`src/rtl/pipelined_adder.sv`:
```
// Pipelined two's-complement adder/subtractor: one WIDTH/STAGES-bit slice per stage, valid/ready with global stall.
// Optional signed saturation on overflow when PIPELINED_ADDER_SAT_EN is defined.
module pipelined_adder #(
    parameter int unsigned WIDTH  = 8,
    parameter int unsigned STAGES = 2
) (
    input  logic             clk,
    input  logic             rst,
    input  logic             in_valid,
    output logic             in_ready,
    input  logic [WIDTH-1:0] a,
    input  logic [WIDTH-1:0] b,
    input  logic             cin,
    input  logic             sub,
    output logic             out_valid,
    input  logic             out_ready,
    output logic [WIDTH-1:0] s,
    output logic             cout,
    output logic             ovf
);

    localparam int unsigned SLICE = WIDTH / STAGES;
    localparam int unsigned LAST  = STAGES - 1;

    // Per-stage operands, partial result, inter-stage carry and valid bit
    logic [WIDTH-1:0]  a_q [STAGES];
    logic [WIDTH-1:0]  a_d [STAGES];
    logic [WIDTH-1:0]  b_q [STAGES];
    logic [WIDTH-1:0]  b_d [STAGES];
    logic [WIDTH-1:0]  r_q [STAGES];
    logic [WIDTH-1:0]  r_d [STAGES];
    logic [STAGES-1:0] c_q, c_d;
    logic [STAGES-1:0] v_q, v_d;
    logic              ovf_q, ovf_d;
    logic              advance;

    // Whole pipeline moves together whenever the output slot is free or being drained
    assign advance  = !v_q[LAST] || out_ready;
    assign in_ready = advance;

    always_comb begin : stage_logic
        logic [WIDTH-1:0] a_src;
        logic [WIDTH-1:0] b_src;
        logic [WIDTH-1:0] r_src;
        logic             c_src;
        logic             v_src;
        logic [SLICE:0]   sum;
        a_src = '0;
        b_src = '0;
        r_src = '0;
        c_src = 1'b0;
        v_src = 1'b0;
        sum   = '0;
        ovf_d = 1'b0;
        c_d   = '0;
        v_d   = '0;
        for (int k = 0; k < int'(STAGES); k++) begin
            if (k == 0) begin
                a_src = a;
                b_src = b ^ {WIDTH{sub}};
                r_src = '0;
                c_src = sub | cin;
                v_src = in_valid;
            end else begin
                a_src = a_q[k-1];
                b_src = b_q[k-1];
                r_src = r_q[k-1];
                c_src = c_q[k-1];
                v_src = v_q[k-1];
            end
            sum = {1'b0, a_src[k*SLICE +: SLICE]} + {1'b0, b_src[k*SLICE +: SLICE]}
                + (SLICE+1)'(c_src);
            a_d[k] = a_src;
            b_d[k] = b_src;
            r_d[k] = r_src;
            r_d[k][k*SLICE +: SLICE] = sum[SLICE-1:0];
            c_d[k] = sum[SLICE];
            v_d[k] = v_src;
        end
        // Loop leaves the last stage's operands in a_src/b_src for the overflow test
        ovf_d = (a_src[WIDTH-1] == b_src[WIDTH-1]) && (r_d[LAST][WIDTH-1] != a_src[WIDTH-1]);
`ifdef PIPELINED_ADDER_SAT_EN
        if (ovf_d) begin
            r_d[LAST] = a_src[WIDTH-1] ? {1'b1, {(WIDTH-1){1'b0}}} : {1'b0, {(WIDTH-1){1'b1}}};
        end
`endif
    end

    always_ff @(posedge clk or posedge rst) begin
        if (rst) begin
            for (int k = 0; k < int'(STAGES); k++) begin
                a_q[k] <= '0;
                b_q[k] <= '0;
                r_q[k] <= '0;
            end
            c_q   <= '0;
            v_q   <= '0;
            ovf_q <= 1'b0;
        end else if (advance) begin
            for (int k = 0; k < int'(STAGES); k++) begin
                a_q[k] <= a_d[k];
                b_q[k] <= b_d[k];
                r_q[k] <= r_d[k];
            end
            c_q   <= c_d;
            v_q   <= v_d;
            ovf_q <= ovf_d;
        end
    end

    assign out_valid = v_q[LAST];
    assign s         = r_q[LAST];
    assign cout      = c_q[LAST];
    assign ovf       = ovf_q;

endmodule
```
`config.mk`:
```
export PLATFORM = sky130hd
export DESIGN_NAME = pipelined_adder
export DESIGN_NICKNAME = d
export VERILOG_FILES = /design/src/rtl/pipelined_adder.sv
export SDC_FILE = /design/constraint.sdc
export NUM_CORES = 1
export LEC_CHECK = 0
export ABC_CLOCK_PERIOD_IN_PS = 4080
export CORE_AREA = 2 2 53 55
export CTS_BUF_LIST = sky130_fd_sc_hd__clkbuf_2
export CTS_CLUSTER_SIZE = 8
export DETAILED_ROUTE_END_ITERATION = 12
export DIE_AREA = 0 0 55 57
export PLACE_DENSITY = 0.87
export SYNTH_ARGS = -nofsm -noshare
export SYNTH_HDL_FRONTEND = slang
export SYNTH_SLANG_ARGS = --single-unit
```
`constraint.sdc`:
```
create_clock -name clk -period 4.08 [get_ports clk]
set_input_delay 0.816 -clock clk [delete_from_list [all_inputs] [get_ports clk]]
set_output_delay 0.816 -clock clk [all_outputs]
set_load 0.05 [all_outputs]
```
* Word level (Yosys, flattened, before mapping)
Cells that the tools add are included.
** Operators by class
- Add/sub/neg operators :: 4
- Equal/unequal tests :: 2
- Bitwise gates (word level) :: 2
- Reductions and logical operators :: 3
** Operators by type and width (count)
- $add 4x4->5 :: 2
- $add 5x1->5 :: 2
- $xor 8x8->8 :: 1
- $eq 1x1->1 :: 1
- $logic_and 1x1->1 :: 1
- $logic_not 1->1 :: 1
- $logic_or 1x1->1 :: 1
- $ne 1x1->1 :: 1
- $or 1x1->1 :: 1
** Word-level totals
- Flip-flop bits (word level) :: 33
- Input bits :: 22
- Output and inout port bits :: 12
- Logic and storage cells :: 18

* Depth between registers and ports, before layout
- Depth in word-level cells :: 4
- Mapped depth :: 7
- Mapped depth without buffers :: 6

* Worst setup path after synthesis
Ideal clock, no wire load.
- Kind :: input -> register
- Start :: input port sub
- End :: register c_q[0]
- Setup time :: 0.140 ns
- Arrival :: 2.465 ns
- Required time :: 3.940 ns
- Setup slack :: 1.474 ns
- Stages on the path :: 7
- Buffers on the path :: 1
- Path through :: buf_2 > or2_2 > fa_1 > fa_1 > a21o_1 > a21oi_1 > a21oi_1
** On the way
- Word-level cells in the longest chain between the ends :: 3
- Elaborated cells on any way between the ends :: 4
- Those cells by class :: add/sub (2); bitwise (2)
** RTL lines
- start: declaration :: RTL line 14 : input logic sub,
- $xor 8x8->8 :: RTL line 60 : b_src = b ^ {WIDTH{sub}};
- $add 4x4->5 :: RTL line 71 : sum = {1'b0, a_src[k*SLICE +: SLICE]} + {1'b0, b_src[k*SLICE +: SLICE]}
- $add 5x1->5 * :: RTL line 72 : + (SLICE+1)'(c_src);
- end signal: assignment :: RTL line 96 : c_q <= '0;
- end signal: assignment :: RTL line 105 : c_q <= c_d;
- end: declaration :: RTL line 32 : logic [STAGES-1:0] c_q, c_d;
Every way passes the cells marked *; elsewhere a longest branch is shown, timed or not.
A chain may end at the register's enable or synchronous reset.

* Final worst setup path
- Start :: input port out_ready
- End :: output port in_ready
** On the way
- Word-level cells in the longest chain between the ends :: 1
** RTL lines
- start: declaration :: RTL line 16 : input logic out_ready,
- $logic_or 1x1->1 :: RTL line 38 : assign advance = !v_q[LAST] || out_ready;
- end: declaration :: RTL line 10 : output logic in_ready,
No other way between the ends.

==> out/results.txt <==
YS warnings: 0
Buf+Inv Stages, Crit Path: 3
worst hold start: v_q[0]
PD cells: 509 nW/um2
clk_skew: 10.9 ps
Post-Synth Simple-Gate Area: 17.5%
CTS sink count: 25
Layout area overhead: 28.2%
clock network power share: 11.2%
Resized Gates After CTS: 0
# DRC: 0
worst endpoint data arrival time: 2220 ps
CTS clk-pin slew, worst paths: 210 ps
CP Cell Sequence: clkdlybuf4s50_1 > nor2b_4 > inv_2 > clkdlybuf4s50_1
H-tree depth: 1
post-synthesis adder-cell area fraction: 11.9%
Die H: 57 um
Hold Crit Depth: 2
combinational share of power: 48.1%
FP Rows: 19
number of antenna violations at the first check in global routing: 0
Cells after DPL: 197
Tmin final: 3030 ps
Initial Util: 50.0%
Synth Area in XOR/XNOR: 6.02%
Final Non-Filler Cells: 201
Slowest-stage cell, CP: clkdlybuf4s50_1
switching share of total power: 42.3%
Global Route Usage Sum: 19.1%
number of global-route vias before repair: 1029
largest family of logic cells by synthesized area: simple AND/OR/NAND/NOR gates
crit-path max FO: 2
n_diodes: 0
max cap viols: 0
library cells used by synthesis: 28
Synth Register Bits: 25
cts hold-fix bufs: 0
most common cell after layout, fill and taps aside: nand2_1
Met1 Wirelength: 1000 um
Synth Area in Compound Gates: 11.1%
Ports: 34
TritonRoute pass-1 iters: 3
sequential share of power: 40.7%
Remaining Overflow, GRT: 0
DIE AREA: 3140 um2
Max clock buf depth: 2
worst reg2reg path depth: 4
Vias/cell: 5.00
most frequent cells in the layout: 42 x nand2_1, 33 x clkdlybuf4s50_1, 25 x dfrtp_1
CP required: 3260 ps
Reg-to-Reg Start: stage_logic.a_src[4]
Fin. Hold Viols: 0
Reg2Reg Setup Slack: 2470 ps
Slew headroom: 38.8%
TritonCTS clock tree: built
NumNets Final: 203
cell repeated most along the worst path: clkdlybuf4s50_1
CP Launch Type: input pin
P_int: 492 uW
Clock Tree Root: clkbuf_2
Final GP Congestion: 0.930
critical path class: input pin to primary output
Avg WL per Cell: 11.9 um
Max Transition Viols Final: 0
met3 routed WL: 105 um
first-pass GRT wire length: 4370 um
worst hold path type: flop to flop
met2 wire len: 1240 um
Worst-Margin Slew: 917 ps
Num CTS Buffers: 3
Post-Route WL: 2400 um
via count: 1005
Hold Path End: v_q[0]
post-synthesis mux area share: 0.765%
ratio of cells with drive above 1 in the final layout: 5.29%
status: completed
Die Width: 55 um
Final Setup Violations: 0
Clock Latency Late Sink: 340 ps
Top delay family on crit path: buffers and inverters
Max IR drop VDD: 0.000290 V
PortBufs: 33
Final ANT Viol Nets: 0
sw power: 361 uW
Iter 0 DRT Violations: 21
syn_nets: 169
setup TNS: 0 ps
largest net degree at the start of global routing: 27
Post-Syn Area per Cell: 9.55 um2
CORE AREA: 2620 um2
Lkg Pwr: 0.000788 uW
final worst path period share: 74.3%
Crit. End Element: primary output
critical path's largest stage delay: 800 ps
Seq/Total Area, Yosys: 47.8%
uppermost routed layer: met4
Synth Instances: 137
max frequency: 330 MHz
setup bufs post-CTS: 0
RSZ-0062 raised after global routing: false
Post-DP HPWL: 1900 um
Synth Cell Area: 1310 um2
reg2reg end: s[5]
[how the worst max path moves through the flow]
stage	cells after the start	start	end	slack, ps
global route	4	out_ready	in_ready	1020
CTS	4	out_ready	in_ready	1040
floorplan	7	sub	c_q[0]	1470
global placement	7	sub	c_q[0]	920
finish	4	out_ready	in_ready	1050
detailed placement	7	sub	c_q[0]	830
[final cells by class]
cell class	count	area [um2]
clock buffers	4	20.0
fillers	252	937
inverters	8	30.0
multi-input cells	98	618
flip-flops and latches	25	626
well taps	31	38.8
repair buffers	35	345
[synthesized netlist by cell type]
| cell | n | area (um2) |
|---|---|---|
| a211oi_1 | 2 | 15.0 |
| a21boi_0 | 2 | 15.0 |
| a21o_1 | 2 | 15.0 |
| a21oi_1 | 6 | 30.0 |
| buf_2 | 4 | 20.0 |
| buf_6 | 1 | 11.3 |
| clkbuf_1 | 1 | 3.75 |
| clkinv_1 | 1 | 3.75 |
| dfrtp_1 | 25 | 626 |
| fa_1 | 4 | 80.1 |
| ha_1 | 6 | 75.1 |
| inv_1 | 6 | 22.5 |
| inv_2 | 1 | 3.75 |
| mux2i_1 | 1 | 10.0 |
| nand2_1 | 42 | 158 |
| nand2b_1 | 1 | 6.26 |
| nand3_1 | 2 | 10.0 |
| nor2_1 | 4 | 15.0 |
| nor2b_1 | 2 | 12.5 |
| nor2b_4 | 1 | 13.8 |
| o2111ai_1 | 1 | 8.76 |
| o21ai_0 | 9 | 45.0 |
| o31ai_1 | 1 | 7.51 |
| o41ai_1 | 1 | 8.76 |
| or2_2 | 1 | 6.26 |
| or4_1 | 1 | 7.51 |
| xnor2_1 | 4 | 35.0 |
| xor2_1 | 5 | 43.8 |
[routing by layer]
metal / global-route usage [%] / vias up
met5: 0 / -
met4: 9.41 / 0
met3: 3.14 / 4
met2: 31.6 / 26
met1: 23.5 / 466
li1: - / 509
[logic make-up (layout without fill, tap and decap cells)]
family | after synthesis | after routing
and+or+nand+nor | 54 | 54
AOI/OAI and AO/OA | 24 | 24
muxes | 1 | 1
DFF | 25 | 25
buffers and inverters | 14 | 47
adders and majority gates | 10 | 10
xor gates and xnor gates | 9 | 9
[metrics by stage]
stage	setup slack, ps	utilization (%)	area, um2	power [uW]	hold slack, ps
final	1050	64.2	1680	854	490
after global placement	917	63.4	1660	753	447
after detailed placement	825	63.4	1660	767	452
after global routing	1020	64.2	1680	917	518
after floorplan	1470	-	1310	629	430
after CTS	1040	64.2	1680	863	496
[flip-flops by register name, summed over array words and instances, names as in the netlist]
| register | cells |
|---|---|
| c_q | 2 |
| ovf | 1 |
| s | 8 |
| stage_logic.a_src | 4 |
| stage_logic.b_src | 4 |
| stage_logic.r_src | 4 |
| v_q | 2 |
[tightest hold or removal path, stage by stage, from the launching register on]
cell and delay [ps]:
dfrtp_1 390, nand2_1 50, nand2_1 40
[power by group through the flow]
stage	Combinational [uW]	Sequential (uW)	Clock, uW
final	411	347	95.5
after global routing	449	357	111
after CTS	415	348	100
after detailed placement	413	354	0
after global placement	403	350	0
after floorplan	144	485	0
Note: power is estimated with default switching activity, not from simulation.
